$ cat src/rtl/ctrl_pkg.sv
// Shared opcodes, FSM states and datapath select encodings for the multicycle controller.
package ctrl_pkg;

  localparam int unsigned OPCODE_W = 7;

  localparam logic [OPCODE_W-1:0] R_TYPE       = 7'b0110011;
  localparam logic [OPCODE_W-1:0] LW           = 7'b0000011;
  localparam logic [OPCODE_W-1:0] SW           = 7'b0100011;
  localparam logic [OPCODE_W-1:0] BR           = 7'b1100011;
  localparam logic [OPCODE_W-1:0] INT_IMED_REG = 7'b0010011;

  typedef enum logic [3:0] {
    IDLE,
    FETCH,
    DECODE,
    MEM_ADDR,
    MEM_RD,
    MEM_WB,
    MEM_WR,
    EXEC_R,
    EXEC_I,
    ALU_WB,
    BRANCH,
    ILLEGAL,
    FAULT
  } state_t;

  localparam logic [1:0] SRC_A_PC     = 2'b00;
  localparam logic [1:0] SRC_A_OLD_PC = 2'b01;
  localparam logic [1:0] SRC_A_RS1    = 2'b10;

  localparam logic [1:0] SRC_B_RS2    = 2'b00;
  localparam logic [1:0] SRC_B_IMM    = 2'b01;
  localparam logic [1:0] SRC_B_FOUR   = 2'b10;

  localparam logic [1:0] ALU_ADD      = 2'b00;
  localparam logic [1:0] ALU_BRANCH   = 2'b01;
  localparam logic [1:0] ALU_FUNCT    = 2'b10;

endpackage

$ cat src/rtl/multicycle_controller_if.sv
// Controller <-> datapath/memory bundle: IR opcode, handshake and all control strobes.
interface multicycle_controller_if #(
  parameter int unsigned CNT_W = 32
);

  logic [6:0]       opcode;
  logic             halt;
  logic             mem_ready;
  logic             mem_rd;
  logic             mem_wr;
  logic             iord;
  logic             ir_write;
  logic             pc_write;
  logic             pc_src;
  logic             branch;
  logic             reg_write;
  logic             mem_to_reg;
  logic [1:0]       alu_src_a;
  logic [1:0]       alu_src_b;
  logic [1:0]       alu_op;
  logic             retire;
  logic [CNT_W-1:0] instr_count;
  logic             busy;
  logic             illegal_op;
  logic             bus_error;

  modport master (
    input  opcode, halt, mem_ready,
    output mem_rd, mem_wr, iord, ir_write, pc_write, pc_src, branch,
           reg_write, mem_to_reg, alu_src_a, alu_src_b, alu_op,
           retire, instr_count, busy, illegal_op, bus_error
  );

  modport slave (
    output opcode, halt, mem_ready,
    input  mem_rd, mem_wr, iord, ir_write, pc_write, pc_src, branch,
           reg_write, mem_to_reg, alu_src_a, alu_src_b, alu_op,
           retire, instr_count, busy, illegal_op, bus_error
  );

endinterface

$ cat src/rtl/mem_wait_timer.sv
// Counts unanswered memory request cycles; expired flags that this cycle's wait reaches TIMEOUT.
module mem_wait_timer #(
  parameter int unsigned TIMEOUT = 16
) (
  input  logic clk,
  input  logic reset,
  input  logic clear,
  input  logic waiting,
  output logic expired
);

  localparam int unsigned CW = (TIMEOUT > 1) ? $clog2(TIMEOUT + 1) : 1;

  logic [CW-1:0] count;

  // Wait-cycle counter, restarted whenever no request is pending or one completes.
  always_ff @(posedge clk or posedge reset) begin
    if (reset) begin
      count <= '0;
    end else if (clear) begin
      count <= '0;
    end else if (waiting) begin
      count <= count + CW'(1);
    end
  end

  // Not gated by waiting so the FSM can use it without a combinational loop; TIMEOUT=0 never expires.
  always_comb begin
    expired = (TIMEOUT != 0) && (count == CW'(TIMEOUT - 1));
  end

endmodule

$ cat src/rtl/multicycle_controller.sv
// Multicycle RV32I-subset control FSM with halt, memory handshake timeout and retire counter.
module multicycle_controller
  import ctrl_pkg::*;
#(
  parameter int unsigned CNT_W   = 32,
  parameter int unsigned TIMEOUT = 16
) (
  input logic                    clk,
  input logic                    reset,
  multicycle_controller_if.master bus
);

  state_t           state;
  state_t           next;
  logic [CNT_W-1:0] count_q;
  logic             retire_c;
  logic             timer_clear_c;
  logic             timer_wait_c;
  logic             expired;

  mem_wait_timer #(.TIMEOUT(TIMEOUT)) u_timer (
    .clk     (clk),
    .reset   (reset),
    .clear   (timer_clear_c),
    .waiting (timer_wait_c),
    .expired (expired)
  );

  // State register.
  always_ff @(posedge clk or posedge reset) begin
    if (reset) begin
      state <= IDLE;
    end else begin
      state <= next;
    end
  end

  // Retired-instruction counter; wraps naturally.
  always_ff @(posedge clk or posedge reset) begin
    if (reset) begin
      count_q <= '0;
    end else if (retire_c) begin
      count_q <= count_q + CNT_W'(1);
    end
  end

  // Next state and Mealy control outputs.
  always_comb begin
    next           = state;
    bus.mem_rd     = 1'b0;
    bus.mem_wr     = 1'b0;
    bus.iord       = 1'b0;
    bus.ir_write   = 1'b0;
    bus.pc_write   = 1'b0;
    bus.pc_src     = 1'b0;
    bus.branch     = 1'b0;
    bus.reg_write  = 1'b0;
    bus.mem_to_reg = 1'b0;
    bus.alu_src_a  = SRC_A_PC;
    bus.alu_src_b  = SRC_B_RS2;
    bus.alu_op     = ALU_ADD;
    retire_c       = 1'b0;
    timer_clear_c  = 1'b1;
    timer_wait_c   = 1'b0;

    unique case (state)
      IDLE: begin
        if (!bus.halt) next = FETCH;
      end
      FETCH: begin
        bus.mem_rd    = 1'b1;
        bus.iord      = 1'b0;
        bus.alu_src_a = SRC_A_PC;
        bus.alu_src_b = SRC_B_FOUR;
        bus.alu_op    = ALU_ADD;
        timer_clear_c = bus.mem_ready;
        timer_wait_c  = !bus.mem_ready;
        if (bus.mem_ready) begin
          bus.ir_write = 1'b1;
          bus.pc_write = 1'b1;
          next         = DECODE;
        end else if (expired) begin
          next = FAULT;
        end
      end
      DECODE: begin
        bus.alu_src_a = SRC_A_OLD_PC;
        bus.alu_src_b = SRC_B_IMM;
        bus.alu_op    = ALU_ADD;
        if (bus.opcode == LW || bus.opcode == SW) next = MEM_ADDR;
        else if (bus.opcode == R_TYPE)            next = EXEC_R;
        else if (bus.opcode == INT_IMED_REG)      next = EXEC_I;
        else if (bus.opcode == BR)                next = BRANCH;
        else                                      next = ILLEGAL;
      end
      MEM_ADDR: begin
        bus.alu_src_a = SRC_A_RS1;
        bus.alu_src_b = SRC_B_IMM;
        bus.alu_op    = ALU_ADD;
        next          = (bus.opcode == SW) ? MEM_WR : MEM_RD;
      end
      MEM_RD: begin
        bus.mem_rd    = 1'b1;
        bus.iord      = 1'b1;
        timer_clear_c = bus.mem_ready;
        timer_wait_c  = !bus.mem_ready;
        if (bus.mem_ready) next = MEM_WB;
        else if (expired)  next = FAULT;
      end
      MEM_WB: begin
        bus.reg_write  = 1'b1;
        bus.mem_to_reg = 1'b1;
        retire_c       = 1'b1;
        next           = bus.halt ? IDLE : FETCH;
      end
      MEM_WR: begin
        bus.mem_wr    = 1'b1;
        bus.iord      = 1'b1;
        timer_clear_c = bus.mem_ready;
        timer_wait_c  = !bus.mem_ready;
        if (bus.mem_ready) begin
          retire_c = 1'b1;
          next     = bus.halt ? IDLE : FETCH;
        end else if (expired) begin
          next = FAULT;
        end
      end
      EXEC_R: begin
        bus.alu_src_a = SRC_A_RS1;
        bus.alu_src_b = SRC_B_RS2;
        bus.alu_op    = ALU_FUNCT;
        next          = ALU_WB;
      end
      EXEC_I: begin
        bus.alu_src_a = SRC_A_RS1;
        bus.alu_src_b = SRC_B_IMM;
        bus.alu_op    = ALU_FUNCT;
        next          = ALU_WB;
      end
      ALU_WB: begin
        bus.reg_write  = 1'b1;
        bus.mem_to_reg = 1'b0;
        retire_c       = 1'b1;
        next           = bus.halt ? IDLE : FETCH;
      end
      BRANCH: begin
        bus.alu_src_a = SRC_A_RS1;
        bus.alu_src_b = SRC_B_RS2;
        bus.alu_op    = ALU_BRANCH;
        bus.branch    = 1'b1;
        bus.pc_src    = 1'b1;
        retire_c      = 1'b1;
        next          = bus.halt ? IDLE : FETCH;
      end
      ILLEGAL: next = ILLEGAL;
      FAULT:   next = FAULT;
      default: next = IDLE;
    endcase
  end

  // Status outputs; the sticky flags follow the terminal states.
  always_comb begin
    bus.retire      = retire_c;
    bus.instr_count = count_q;
    bus.busy        = !(state == IDLE || state == ILLEGAL || state == FAULT);
    bus.illegal_op  = (state == ILLEGAL);
    bus.bus_error   = (state == FAULT);
  end

endmodule

$ cat src/flat_wrapper.sv
// flat-port wrapper written by rule: the top's interface ports become plain ports
module multicycle_controller_flat import ctrl_pkg::*;
#(
  parameter int unsigned CNT_W   = 32,
  parameter int unsigned TIMEOUT = 16
)
  (clk, reset, bus_opcode, bus_halt, bus_mem_ready, bus_mem_rd, bus_mem_wr, bus_iord, bus_ir_write, bus_pc_write, bus_pc_src, bus_branch, bus_reg_write, bus_mem_to_reg, bus_alu_src_a, bus_alu_src_b, bus_alu_op, bus_retire, bus_instr_count, bus_busy, bus_illegal_op, bus_bus_error);
  multicycle_controller_if #(.CNT_W(CNT_W)) bus_i ();
  input logic clk;
  input logic reset;
  input wire logic [$bits(bus_i.opcode)-1:0] bus_opcode;
  input wire logic [$bits(bus_i.halt)-1:0] bus_halt;
  input wire logic [$bits(bus_i.mem_ready)-1:0] bus_mem_ready;
  output wire logic [$bits(bus_i.mem_rd)-1:0] bus_mem_rd;
  output wire logic [$bits(bus_i.mem_wr)-1:0] bus_mem_wr;
  output wire logic [$bits(bus_i.iord)-1:0] bus_iord;
  output wire logic [$bits(bus_i.ir_write)-1:0] bus_ir_write;
  output wire logic [$bits(bus_i.pc_write)-1:0] bus_pc_write;
  output wire logic [$bits(bus_i.pc_src)-1:0] bus_pc_src;
  output wire logic [$bits(bus_i.branch)-1:0] bus_branch;
  output wire logic [$bits(bus_i.reg_write)-1:0] bus_reg_write;
  output wire logic [$bits(bus_i.mem_to_reg)-1:0] bus_mem_to_reg;
  output wire logic [$bits(bus_i.alu_src_a)-1:0] bus_alu_src_a;
  output wire logic [$bits(bus_i.alu_src_b)-1:0] bus_alu_src_b;
  output wire logic [$bits(bus_i.alu_op)-1:0] bus_alu_op;
  output wire logic [$bits(bus_i.retire)-1:0] bus_retire;
  output wire logic [$bits(bus_i.instr_count)-1:0] bus_instr_count;
  output wire logic [$bits(bus_i.busy)-1:0] bus_busy;
  output wire logic [$bits(bus_i.illegal_op)-1:0] bus_illegal_op;
  output wire logic [$bits(bus_i.bus_error)-1:0] bus_bus_error;
  assign bus_i.opcode = bus_opcode;
  assign bus_i.halt = bus_halt;
  assign bus_i.mem_ready = bus_mem_ready;
  assign bus_mem_rd = bus_i.mem_rd;
  assign bus_mem_wr = bus_i.mem_wr;
  assign bus_iord = bus_i.iord;
  assign bus_ir_write = bus_i.ir_write;
  assign bus_pc_write = bus_i.pc_write;
  assign bus_pc_src = bus_i.pc_src;
  assign bus_branch = bus_i.branch;
  assign bus_reg_write = bus_i.reg_write;
  assign bus_mem_to_reg = bus_i.mem_to_reg;
  assign bus_alu_src_a = bus_i.alu_src_a;
  assign bus_alu_src_b = bus_i.alu_src_b;
  assign bus_alu_op = bus_i.alu_op;
  assign bus_retire = bus_i.retire;
  assign bus_instr_count = bus_i.instr_count;
  assign bus_busy = bus_i.busy;
  assign bus_illegal_op = bus_i.illegal_op;
  assign bus_bus_error = bus_i.bus_error;
  multicycle_controller #(.CNT_W(CNT_W), .TIMEOUT(TIMEOUT)) u_core (.clk(clk), .reset(reset), .bus(bus_i));
endmodule
$ cat config.mk
export PLATFORM = sky130hd
export DESIGN_NAME = multicycle_controller_flat
export DESIGN_NICKNAME = d
export VERILOG_FILES = /design/src/rtl/ctrl_pkg.sv /design/src/rtl/multicycle_controller_if.sv /design/src/rtl/mem_wait_timer.sv /design/src/rtl/multicycle_controller.sv /design/src/flat_wrapper.sv
export SDC_FILE = /design/constraint.sdc
export NUM_CORES = 1
export LEC_CHECK = 0
export CAP_MARGIN = 20
export CORE_ASPECT_RATIO = 1.1
export CORE_MARGIN = 2
export CORE_UTILIZATION = 39
export CTS_CLUSTER_DIAMETER = 50
export DETAILED_ROUTE_END_ITERATION = 6
export PLACE_DENSITY_LB_ADDON = 0.15
export SLEW_MARGIN = 5
export SYNTH_ARGS = -nofsm -noshare
export SYNTH_HDL_FRONTEND = slang
export SYNTH_SLANG_ARGS = --single-unit
$ cat constraint.sdc
create_clock -name clk -period 2.29 [get_ports clk]
set_clock_uncertainty 0.05 [all_clocks]
set_input_delay 0.3435 -clock clk [delete_from_list [all_inputs] [get_ports clk]]
set_output_delay 0.3435 -clock clk [all_outputs]
set_load 0.005 [all_outputs]
==> results.yml <==
status:
  status: "finished, final reports clean"
synthesis:
  yosys-mux-area-fraction: 0.0137
  synthAdderAreaFrac: 0.0165
  synthDistinctLibCells: 41
  synth_top_cell_by_area: "dfrtp_1"
  synth_fp_nets: 243
  synth_flop_cell: "dfrtp_1"
  synth_xor_area_frac: 0.146
  synth_area_um2: 2280
  ys_ff_latch: 41
  post_synth.cell_area_avg_um2: 9.96
  postSynth.asyncResetShare: 1.00
  synth_area_leaders: "dfrtp_1 (45%), xnor2_1 (11%), nand3_1 (4.2%)"
  yosysTopAreaCellShare: 0.450
  yosys.area_share.simple: 0.251
  synth_edf_count: 0
  syn-instance-count: 229
  synth_compound_area_frac: 0.0801
  ys_warn_count: 0
  synth_top_family_by_area: "simple AND/OR/NAND/NOR gates"
  ys_seq_area_frac: 0.450
critical_path:
  crit_arrival_ns: 1.81
  worst-path-max-fanout: 11
  worstSetupPathType: "flip-flop to output pin"
  setup.worst_path.end_class: "output pin"
  critical_path_required_ns: 1.90
  critPathLaunchType: "flip-flop"
floorplanning:
  die_area_um2: 6480
  core_area_um2: 5700
  fp.dieW_um: 76.9
  die_h_um: 84.2
  start_util: 0.400
  num_rows: 29
  ioPinCount: 62
power:
  power_frac_seq: 0.343
  p_sw_uw: 889
  p_sw_frac: 0.336
  pwr-share-clk: 0.228
  power_density_nw_per_um2: 831
  ir_worst_vdd_mv: 0.450
  p_leak_uw: 0.00136
  p_int_uw: 1750
  combPwrFrac: 0.429
clocking:
  clk_path_buf_depth: 2
  cts-hold-fix-buffers: 0
  cts_max_level: 2
  cts_sinks: 41
  cts_inserted_buffers: 5
  path_clk_slew_ns: 0.08
  clk_latency_ns: 0.29
  cts_tree: "yes"
  cts_root_buffer: "clkbuf_8"
placement:
  placed_area_um2: 3020
  hpwl_um: 3670
  globalplace.congestion: 0.815
  portBuffers: 61
sta:
  min_period_over_period: 0.963
  period_minus_slack_ns: 2.20
  setup_viol: 0
  rsz0062_at_grt: "no"
  max_slew_margin: 0.659
  drv_slew: 0
  setup_tns_ns: 0
  hold_viol_final: 0
  fmax_mhz: 454
  worstMarginPinSlew_ns: 0.511
finish:
  nNetsFinal: 314
  drive_above_1_share: 0.130
  multi_input_area_um2: 1180
  finalInstanceArea_um2: 3180
  seq_area_um2: 1030
  diodes: 0
  fillers: 504
  syn2layout_area_growth_pct: 39.4
global_route:
  first_global_vias: 1868
  grt_max_degree: 42
  grtUsageTotal: 0.164
  grt_pass1_wl_um: 8630
  grt_overflow: 0
  antenna_found_initial: 0
min_path:
  hold_path_class: "flip-flop to flip-flop"
detailed_routing:
  ant_nets: 0
  drt_wl_total_um: 5020
  wl_per_cell_um: 13.3
  vias: 1916
  drt_iter0_drc: 142
  route.detailed.drc: 0
  firstDrtPassIters: 4
  viasPerCell: 5.07
flow_run:
  drv_cap: 0
-- cell families after synthesis --
| group | Yosys count |
|---|---|
| XOR/XNOR | 35 |
| AND/OR/NAND/NOR | 104 |
| AO/OA/AOI/OAI | 25 |
| flip-flops | 41 |
| multiplexers | 3 |
| buffers and inverters | 18 |
| adder cells (fa/ha/maj) | 3 |
-- per-layer routing --
| layer | wire, um | GRT usage | share of wire | up-vias |
|---|---|---|---|---|
| li1 | - | - | - | 944 |
| met1 | 2360 | 0.220 | 0.47 | 913 |
| met2 | 2400 | 0.257 | 0.48 | 53 |
| met3 | 200 | 0.0366 | 0.040 | 6 |
| met4 | 62 | 0.0661 | 0.012 | 0 |
| met5 | 0 | 0 | 0 | - |
-- per-stage QoR --
stage / power (uW) / std cells / util / worst slack (ns) / hold slack (ns)
floorplan: 1530 / 229 / - / 0.425 / 0.382
global placement: 2030 / 368 / 0.530 / 0.131 / 0.404
detailed placement: 2030 / 368 / 0.530 / 0.0321 / 0.404
CTS: 2670 / 378 / 0.556 / 0.0121 / 0.416
global route: 2830 / 378 / 0.558 / 0.00226 / 0.438
finish: 2640 / 378 / 0.558 / 0.0854 / 0.411
-- area by class of cell --
cell class              count  share of cell area
clock buffers               7              0.0271
clock inverters             1             0.00944
repair buffers             76               0.232
flip-flops and latches     41               0.324
multi-input cells         170               0.370
inverters                   6             0.00708
well taps                  77              0.0303
-- critical path, cell delays in order, from the launching register on --
cell and delay, ns:
dfrtp_2 0.46, buf_4 0.20, nor4_2 0.31, clkdlybuf4s50_1 0.55
-- timing repair --
item / 4_1_cts / 5_1_grt
gates resized for setup: 7 / 6
pin swaps: 0 / 0
setup buffers: 2 / 0
setup endpoints to repair: 11 / 6
-- cells in the mapped netlist (all sizes together), types with 3 or more instances --
library cell	count
a21oi	6
o21ai	6
nand2b	7
nand3	19
nor2	20
nor4	3
nor3	3
and4	8
and2	7
dfrtp	41
xor2	6
nand2	20
ha	3
buf	10
xnor2	29
and3	8
o22ai	3
inv	6
nand4	7
-- power by group through the flow --
stage / Clock, uW / Combinational (uW) / Sequential, uW
after CTS: 623 / 1140 / 904
after global placement: 0 / 1100 / 926
after detailed placement: 0 / 1110 / 926
final: 602 / 1140 / 906
after global routing: 651 / 1260 / 923
after floorplan: 0 / 641 / 885
-- path summary, 6_finish.rpt --
check | startpoint | end | slack, ns | cells past startpoint
setup / recovery | u_core.state[2] | bus_ir_write | 0.09 | 3
hold / removal | u_core.u_timer.count[0] | u_core.u_timer.count[0] | 0.41 | 1
setup reg to reg | u_core.state[3] | u_core.bus.instr_count[28] | 0.26 | 7
hold reg to reg | u_core.u_timer.count[0] | u_core.u_timer.count[0] | 0.41 | 1
max in group asynchronous | reset | u_core.state[2] | 1.38 | 3
min in group asynchronous | reset | u_core.u_timer.count[3] | 0.43 | 3
-- state kept, by name (all words and copies together), names as in the netlist --
register	count
u_core.bus.instr_count	32
u_core.state	4
u_core.u_timer.count	5
-- layout by cell type (no fill, tap or decap), types with 2 or more instances in the layout --
| master | instances |
|---|---|
| ha_1 | 3 |
| nand3_1 | 19 |
| nand2_1 | 20 |
| and2_1 | 6 |
| o21ai_0 | 6 |
| and4_1 | 8 |
| nor3_1 | 2 |
| nor4_1 | 2 |
| dfrtp_2 | 3 |
| nand2b_1 | 4 |
| xor2_1 | 5 |
| inv_1 | 5 |
| nor2_1 | 20 |
| a32oi_1 | 2 |
| clkbuf_8 | 6 |
| nand2b_2 | 2 |
| dlymetal6s2s_1 | 2 |
| a21oi_1 | 6 |
| mux2i_1 | 2 |
| dlygate4sd2_1 | 2 |
| dfrtp_1 | 38 |
| buf_4 | 14 |
| o22ai_1 | 3 |
| xnor2_1 | 28 |
| nand4_1 | 7 |
| clkdlybuf4s50_1 | 57 |
| and3_1 | 7 |
No activity file was read; power rests on OpenSTA's default activity.
